--- config.mk ---
export PLATFORM = sky130hd
export DESIGN_NAME = pred_argmax
export DESIGN_NICKNAME = d
export VERILOG_FILES = /design/src/rtl/pred_argmax.sv
export SDC_FILE = /design/constraint.sdc
export NUM_CORES = 1
export LEC_CHECK = 0
export CORE_ASPECT_RATIO = 1.5
export CORE_MARGIN = 2
export CORE_UTILIZATION = 55
export CTS_BUF_LIST = sky130_fd_sc_hd__clkbuf_8
export CTS_CLUSTER_DIAMETER = 200
export DETAILED_ROUTE_END_ITERATION = 6
export GPL_ROUTABILITY_DRIVEN = 0
export PLACE_DENSITY_LB_ADDON = 0.12
export SKIP_LAST_GASP = 1
export SLEW_MARGIN = 40
export SYNTH_ARGS = -nofsm -noshare
export SYNTH_HDL_FRONTEND = slang
export SYNTH_SLANG_ARGS = --single-unit
--- constraint.sdc ---
create_clock -name clock -period 6.8 [get_ports clock]
set_input_delay 1.7 -clock clock [delete_from_list [all_inputs] [get_ports clock]]
set_output_delay 1.7 -clock clock [all_outputs]
set_load 0.005 [all_outputs]
--- src/rtl/pred_argmax.sv ---
// Argmax over per-class spike counts: snapshots all counts on a rising edge of go,
// scans one class per cycle (lowest index wins ties) and holds the result until accepted.
module pred_argmax #(
  parameter int NUM_CLASSES = 11,
  parameter int CNT_W       = 8,
  parameter int IDX_W       = 4
) (
  input  logic             clock,
  input  logic             reset,
  input  logic             go,
  input  logic [CNT_W-1:0] pred_in [NUM_CLASSES],
  input  logic             out_ready,
  output logic             out_valid,
  output logic [IDX_W-1:0] class_idx,
  output logic [CNT_W-1:0] max_count,
  output logic             tie,
  output logic             no_spike,
  output logic             busy
);

  // Scan index must reach NUM_CLASSES itself, so it may be wider than the class index.
  localparam int SCAN_W = $clog2(NUM_CLASSES + 1);

  typedef enum logic [1:0] {
    IDLE = 2'd0,
    SCAN = 2'd1,
    HOLD = 2'd2
  } state_e;

  state_e               state_q;
  logic                 go_q;
  logic                 armed_q;
  logic [CNT_W-1:0]     snap_q [NUM_CLASSES];
  logic [SCAN_W-1:0]    scan_idx_q;
  logic [IDX_W-1:0]     best_idx_q;
  logic [CNT_W-1:0]     best_cnt_q;
  logic                 tie_r_q;
  logic                 out_valid_q;
  logic [IDX_W-1:0]     class_idx_q;
  logic [CNT_W-1:0]     max_count_q;
  logic                 tie_q;
  logic                 no_spike_q;
  logic                 busy_q;

  logic                 start_s;
  logic [CNT_W-1:0]     cur_cnt_s;

  // armed_q masks the first edge after reset so a go already high is not taken as a start.
  assign start_s = go & ~go_q & armed_q;

  // Snapshot entry under comparison; the out-of-range slot only occurs on the final SCAN cycle.
  always_comb begin
    cur_cnt_s = '0;
    if (scan_idx_q < SCAN_W'(NUM_CLASSES)) begin
      cur_cnt_s = snap_q[scan_idx_q];
    end else begin
      cur_cnt_s = '0;
    end
  end

  // Control FSM with snapshot, running best and registered result outputs.
  always_ff @(posedge clock or posedge reset) begin
    if (reset) begin
      state_q     <= IDLE;
      go_q        <= 1'b0;
      armed_q     <= 1'b0;
      snap_q      <= '{default: '0};
      scan_idx_q  <= '0;
      best_idx_q  <= '0;
      best_cnt_q  <= '0;
      tie_r_q     <= 1'b0;
      out_valid_q <= 1'b0;
      class_idx_q <= '0;
      max_count_q <= '0;
      tie_q       <= 1'b0;
      no_spike_q  <= 1'b0;
      busy_q      <= 1'b0;
    end else begin
      go_q    <= go;
      armed_q <= 1'b1;
      case (state_q)
        IDLE: begin
          if (start_s) begin
            snap_q     <= pred_in;
            best_idx_q <= '0;
            best_cnt_q <= pred_in[0];
            tie_r_q    <= 1'b0;
            scan_idx_q <= SCAN_W'(1);
            busy_q     <= 1'b1;
            state_q    <= SCAN;
          end
        end
        SCAN: begin
          if (scan_idx_q == SCAN_W'(NUM_CLASSES)) begin
            class_idx_q <= best_idx_q;
            max_count_q <= best_cnt_q;
            tie_q       <= tie_r_q;
            no_spike_q  <= (best_cnt_q == '0);
            out_valid_q <= 1'b1;
            state_q     <= HOLD;
          end else begin
            if (cur_cnt_s > best_cnt_q) begin
              best_idx_q <= IDX_W'(scan_idx_q);
              best_cnt_q <= cur_cnt_s;
              tie_r_q    <= 1'b0;
            end else if (cur_cnt_s == best_cnt_q) begin
              tie_r_q <= 1'b1;
            end
            scan_idx_q <= scan_idx_q + SCAN_W'(1);
          end
        end
        HOLD: begin
          if (out_ready) begin
            out_valid_q <= 1'b0;
            busy_q      <= 1'b0;
            state_q     <= IDLE;
          end
        end
        default: begin
          out_valid_q <= 1'b0;
          busy_q      <= 1'b0;
          state_q     <= IDLE;
        end
      endcase
    end
  end

  assign out_valid = out_valid_q;
  assign class_idx = class_idx_q;
  assign max_count = max_count_q;
  assign tie       = tie_q;
  assign no_spike  = no_spike_q;
  assign busy      = busy_q;

endmodule

* Word-level counts from Yosys, hierarchy flattened
Index checks and enable logic that the tools add are counted.
** Storage, ports and cells
- Memory bits (read-only) :: 0
- Register bits after elaboration :: 125
- Bits in latches :: 0
- Memory bits (writable) :: 0
- Memories :: 0
** Operators by class
- Shift operators :: 0
- Div/mod/pow operators :: 0
- Order comparisons :: 3
- Equality and inequality tests :: 10
- Bitwise gates (word level) :: 6
- Add/subtract/negate cells :: 1
- Reductions and logical operators :: 11
- $mul :: 0
- Mux-type cells :: 29
** Operator list (number)
- 8-bit two-way mux :: 6
- 8-bit binary-select mux with 4-bit select :: 1
- 4-bit two-way mux :: 5
- 4-bit one-hot mux with 2 select lines :: 2
- 8-bit one-hot mux with 2 select lines :: 1
- 3-bit AND reduction :: 4
- 2-bit != test (second input constant) :: 5
- 8-bit equality test :: 1
- 8-bit > comparator :: 1
- 8-bit zero test :: 1
- 4-bit AND reduction :: 2
- 1-bit two-way mux :: 7
- 2-bit two-way mux :: 3
- 1-bit one-hot mux with 3 select lines :: 2
- 2-bit one-hot mux with 3 select lines :: 1
- 5-bit greater-or-equal comparator (second input constant) :: 1
- 4-bit inverter with 5-bit output :: 1
- 4-bit by 1-bit adder with 4-bit output (second input constant) :: 1
- 4-bit equality test (second input constant) :: 1
- 4-bit < comparator (second input constant) :: 1
- 2-bit AND reduction :: 2
- 3-bit != test (second input constant) :: 1
- 1-bit inverter :: 3
- 1-bit AND :: 2
- 5 further kinds :: 5

* Depth between registers and ports, before layout
- Word-level depth :: 10
- Depth in mapped cells :: 14

* Least setup slack after synthesis
No wires, ideal clock.
- Path kind :: input -> register
- Start :: input go
- End :: register best_cnt_q[0]
- Setup slack :: 3755 ps
- Library setup time :: 125 ps
- Arrival time :: 2920 ps
- Stages :: 5
- Path buffers :: 0
- Path through :: nand3b_1 -> a211oi_4 -> o21ai_4 -> nor2_8 -> mux2_2
** Between the ends
- Cells in the longest elaborated chain, start to end :: 4
** RTL lines
- from (decl) :: line 10 : input logic go,
- 1-bit AND (2 in series) :: line 49 : assign start_s = go & ~go_q & armed_q;
- 2-bit != test (no source line)
- 4-bit AND reduction (no source line)
- to (signal assigned) :: line 86 : best_cnt_q <= pred_in[0];
- to (signal assigned) :: line 104 : best_cnt_q <= cur_cnt_s;
- to (decl) :: line 36 : logic [CNT_W-1:0] best_cnt_q;
Every way passes these cells.
A chain may end at the register's enable or synchronous reset.

* Worst setup path after layout
- Start :: register scan_idx_q[0]
- End :: register best_cnt_q[2]
** Between the ends
- Cells in the longest elaborated chain, start to end :: 8
- Elaborated cells between the ends (all ways) :: 14
- Those cells by class :: order compare: 2; eq/ne: 3; mux: 7; bitwise: 1; reduce/logical: 1
** RTL lines
- from (decl) :: line 34 : logic [SCAN_W-1:0] scan_idx_q;
- from (signal assigned) :: line 109 : scan_idx_q <= scan_idx_q + SCAN_W'(1);
- 4-bit inverter with 5-bit output (implied by the code) :: line 55 : cur_cnt_s = snap_q[scan_idx_q];
- 8-bit binary-select mux with 4-bit select :: line 55
- 8-bit two-way mux (implied by the code) (2 in series) :: line 55
- 8-bit two-way mux :: line 54 : if (scan_idx_q < SCAN_W'(NUM_CLASSES)) begin
- 8-bit > comparator or 8-bit two-way mux (tied branches) :: line 102 : if (cur_cnt_s > best_cnt_q) begin
- 2-bit != test (no source line) or 8-bit two-way mux (tied branches)
- 4-bit AND reduction (no source line) or 8-bit one-hot mux with 2 select lines (tied branches)
Several ways; a longest one is shown, not always the timed one. The select of a mux whose other input is x is not followed.

==> reports/qor.yml <==
ys_seq_area_share_pct: 53.0
cp.depth: 12
setup_viol: 0
fin_worst_skew_ns: 0.0149
holdCritPathClass: "flop to flop"
rr_startpoint: "scan_idx_q[0]$_DFFE_PP0P_"
p_leak_nw: 3.17
reg2reg_to: "best_cnt_q[2]$_DFFE_PP0P_"
crit_slowest_cell: "nor3b_1"
fin_crit_ns: 4.02
dp_hpwl_mm: 9.45
critPathMaxFanout: 64
end_kind: "flop"
powerDensity_nw_per_um2: 453
crit_family: "compound AO/OA/AOI/OAI gates"
synth_top_area_share_pct: 53.0
r2r_slack_ns: 2.78
wl_mm: 13.0
dr.pass1.iters: 4
hold_buffers: 0
antenna_left: 0
worstPathCellList: "buf_4 -> ha_1 -> nor3b_1 -> o21ai_0 -> o21ai_0 -> ha_1 -> nor2b_1 -> o211ai_1 -> a21oi_1 -> o21ai_4 -> nor2_8 -> mux2_2"
wl_per_cell_um: 18.0
cts_tree: "built"
clkTransAtPathRegs_ns: 0.07
cp.arrival_ns: 4.33
outcome: "complete, no violations"
grt_pass1_vias: 4143
path_class: "flop to flop"
grt_pass1_wl_mm: 20.9
syn_to_final_growth_pct: 25.5
clockBufferDepth: 2
initial_core_util_pct: 56.1
startpoint: "scan_idx_q[0]$_DFFE_PP0P_"
worst_pin_slew_ns: 0.835
critPathMaxStageDelay_ns: 0.66
antenna_found_initial: 0
grt_remaining_overflow: 0
ir_worst_vdd_mv: 0.229
timing.final.crit_share_pct: 59.1
ys_ff_latch: 125
final_util_pct: 70.4
die_area_um2: 11600
cts_root_buf: "clkbuf_8"
start_kind: "flop"
max_freq_mhz: 249
finalHoldViolations: 0
maxCapViolCount: 0
crit_buf_inv: 1
io_buffer_count: 107
synth_area_leaders: "dfrtp_1 53%, mux2_2 21%, mux2i_1 4.4%"
clk_latency_ns: 0.43
grtUsageTotal_pct: 24.4
num_rows: 46
clock-sinks: 125
syn_avg_cell_area_um2: 12.6
rr_worst_depth: 12
cts.repair.resized: 0
async_flop_share_pct: 100
drive_gt1_share_pct: 26.4
maxSlewViolCount: 0
grt_max_degree: 91
cts_inserted_buffers: 17
yosys_warnings: 0
drt_iter0_drc: 265
required_ns: 7.11
coreArea_um2: 10500
final_nets: 671
cts_setup_buffers: 0
synth_edf_count: 0
critPathCapture: "best_cnt_q[2]$_DFFE_PP0P_"
chipWidth_um: 88.6
synthesis.nets: 569
pre_cts_slack_ns: 2.89
synthDistinctLibCells: 40
vias_per_cell: 5.56
die_h_um: 131
antenna_cells: 0
num_vias: 4024
setup_slack_ns: 2.78
synth_largest_area_cell: "dfrtp_1"
fin_tns_setup_ns: 0
io_pins: 108
synthFlopType: "dfrtp_1"
rsz0062_at_grt: "no"
relSlewSlack_pct: 44.3
drcViolationCount: 0
cts.htree.levels: 4
syn_inst: 468
synth_area_um2: 5910
-- final cells by class --
type | instances | area [um^2]
repair buffers | 111 | 1100
clock buffers | 19 | 262
multi-input cells | 304 | 2610
well taps | 144 | 180
inverters | 11 | 46.3
clock inverters | 10 | 77.6
flip-flops and latches | 125 | 3130
fillers | 820 | 3120
-- per-stage QoR --
step	hold slack, ns	cells	power, mW	cell area [um^2]
2_1_floorplan	0.461	468	2.35	5910
3_3_place_gp	0.482	695	2.72	7060
3_5_place_dp	0.489	695	2.80	7070
4_1_cts	0.503	724	3.38	7410
5_1_grt	0.510	724	3.60	7410
6_report	0.500	724	3.36	7410
-- Yosys cell counts (all sizes together), types with 4 or more instances --
library cell / number
dfrtp: 125
mux2: 112
mux2i: 26
o21ai: 25
nor2b: 21
buf: 20
a211oi: 18
nand2: 16
a21oi: 12
nor2: 12
inv: 11
ha: 9
clkbuf: 8
nor3: 8
o211ai: 7
a22oi: 6
a221oi: 4
-- flip-flops by register name, indices dropped and copies added, names as in the netlist --
register / count
scan_idx_q: 4
no_spike: 1
busy: 1
armed_q: 1
max_count: 8
state_q: 2
tie_r_q: 1
best_idx_q: 4
snap_q: 88
class_idx: 4
best_cnt_q: 8
out_valid: 1
tie: 1
go_q: 1
-- where the power goes --
part           switching (mW)  internal, mW  leakage, nW
registers               0.218          1.10         1.52
logic                   0.724         0.753         1.47
clock network           0.270         0.295        0.181
-- kinds of logic after synthesis --
family	count (synthesis)	share of synthesized area (%)
XOR/XNOR	2	0.297
multiplexers	138	25.8
other	1	0.0635
buffers and inverters	39	2.94
AND/OR/NAND/NOR	75	7.08
flip-flops	125	53.0
AO/OA/AOI/OAI	79	8.98
adder cells (fa/ha/maj)	9	1.91
-- worst reg2reg max path, cell delays in order (launching register included) --
cell and delay [ns]:
dfrtp_2 0.39, buf_4 0.36, ha_1 0.39, nor3b_1 0.67
o21ai_0 0.36, o21ai_0 0.29, ha_1 0.28, nor2b_1 0.14
o211ai_1 0.20, a21oi_1 0.14, o21ai_4 0.30, nor2_8 0.10
mux2_2 0.31
-- how the worst min path moves through the flow --
stage,start,endpoint,slack [ns],cells after the start
floorplan,tie_r_q$_DFFE_PP0P_,tie_r_q$_DFFE_PP0P_,0.46,1
global placement,tie_r_q$_DFFE_PP0P_,tie_r_q$_DFFE_PP0P_,0.48,1
detailed placement,snap_q[21]$_DFFE_PP0P_,snap_q[21]$_DFFE_PP0P_,0.49,1
CTS,snap_q[19]$_DFFE_PP0P_,snap_q[19]$_DFFE_PP0P_,0.50,1
global route,snap_q[19]$_DFFE_PP0P_,snap_q[19]$_DFFE_PP0P_,0.51,1
finish,snap_q[67]$_DFFE_PP0P_,snap_q[67]$_DFFE_PP0P_,0.50,1
-- metal layers --
| layer | wire [um] | vias up | GRT usage [%] |
|---|---|---|---|
| met3 | 516 | 28 | 5.21 |
| li1 | - | 1892 | - |
| met5 | 0 | - | 0 |
| met1 | 4980 | 1987 | 29.0 |
| met2 | 6990 | 117 | 41.3 |
| met4 | 512 | 0 | 12.6 |
-- placed cells by master (no fill, tap or decap), drive strengths merged, types with 2 or more instances in the layout --
cell and count:
nand3 3, clkbuf 19, nor2b 21, buf 4, a211oi 18, nand2b 3, dfrtp 125, nand4 2
and2 3, ha 9, a22oi 6, nand3b 2, xor2 2, a221oi 4, nor2 12, clkdlybuf4s50 107
nor3 8, o31ai 2, clkinvlp 2, o211ai 7, mux2 112, o21ai 25, clkinv 5, nor4 2
inv 13, a21oi 12, mux2i 26, nand2 16
No activity file was read; power rests on OpenSTA's default activity.
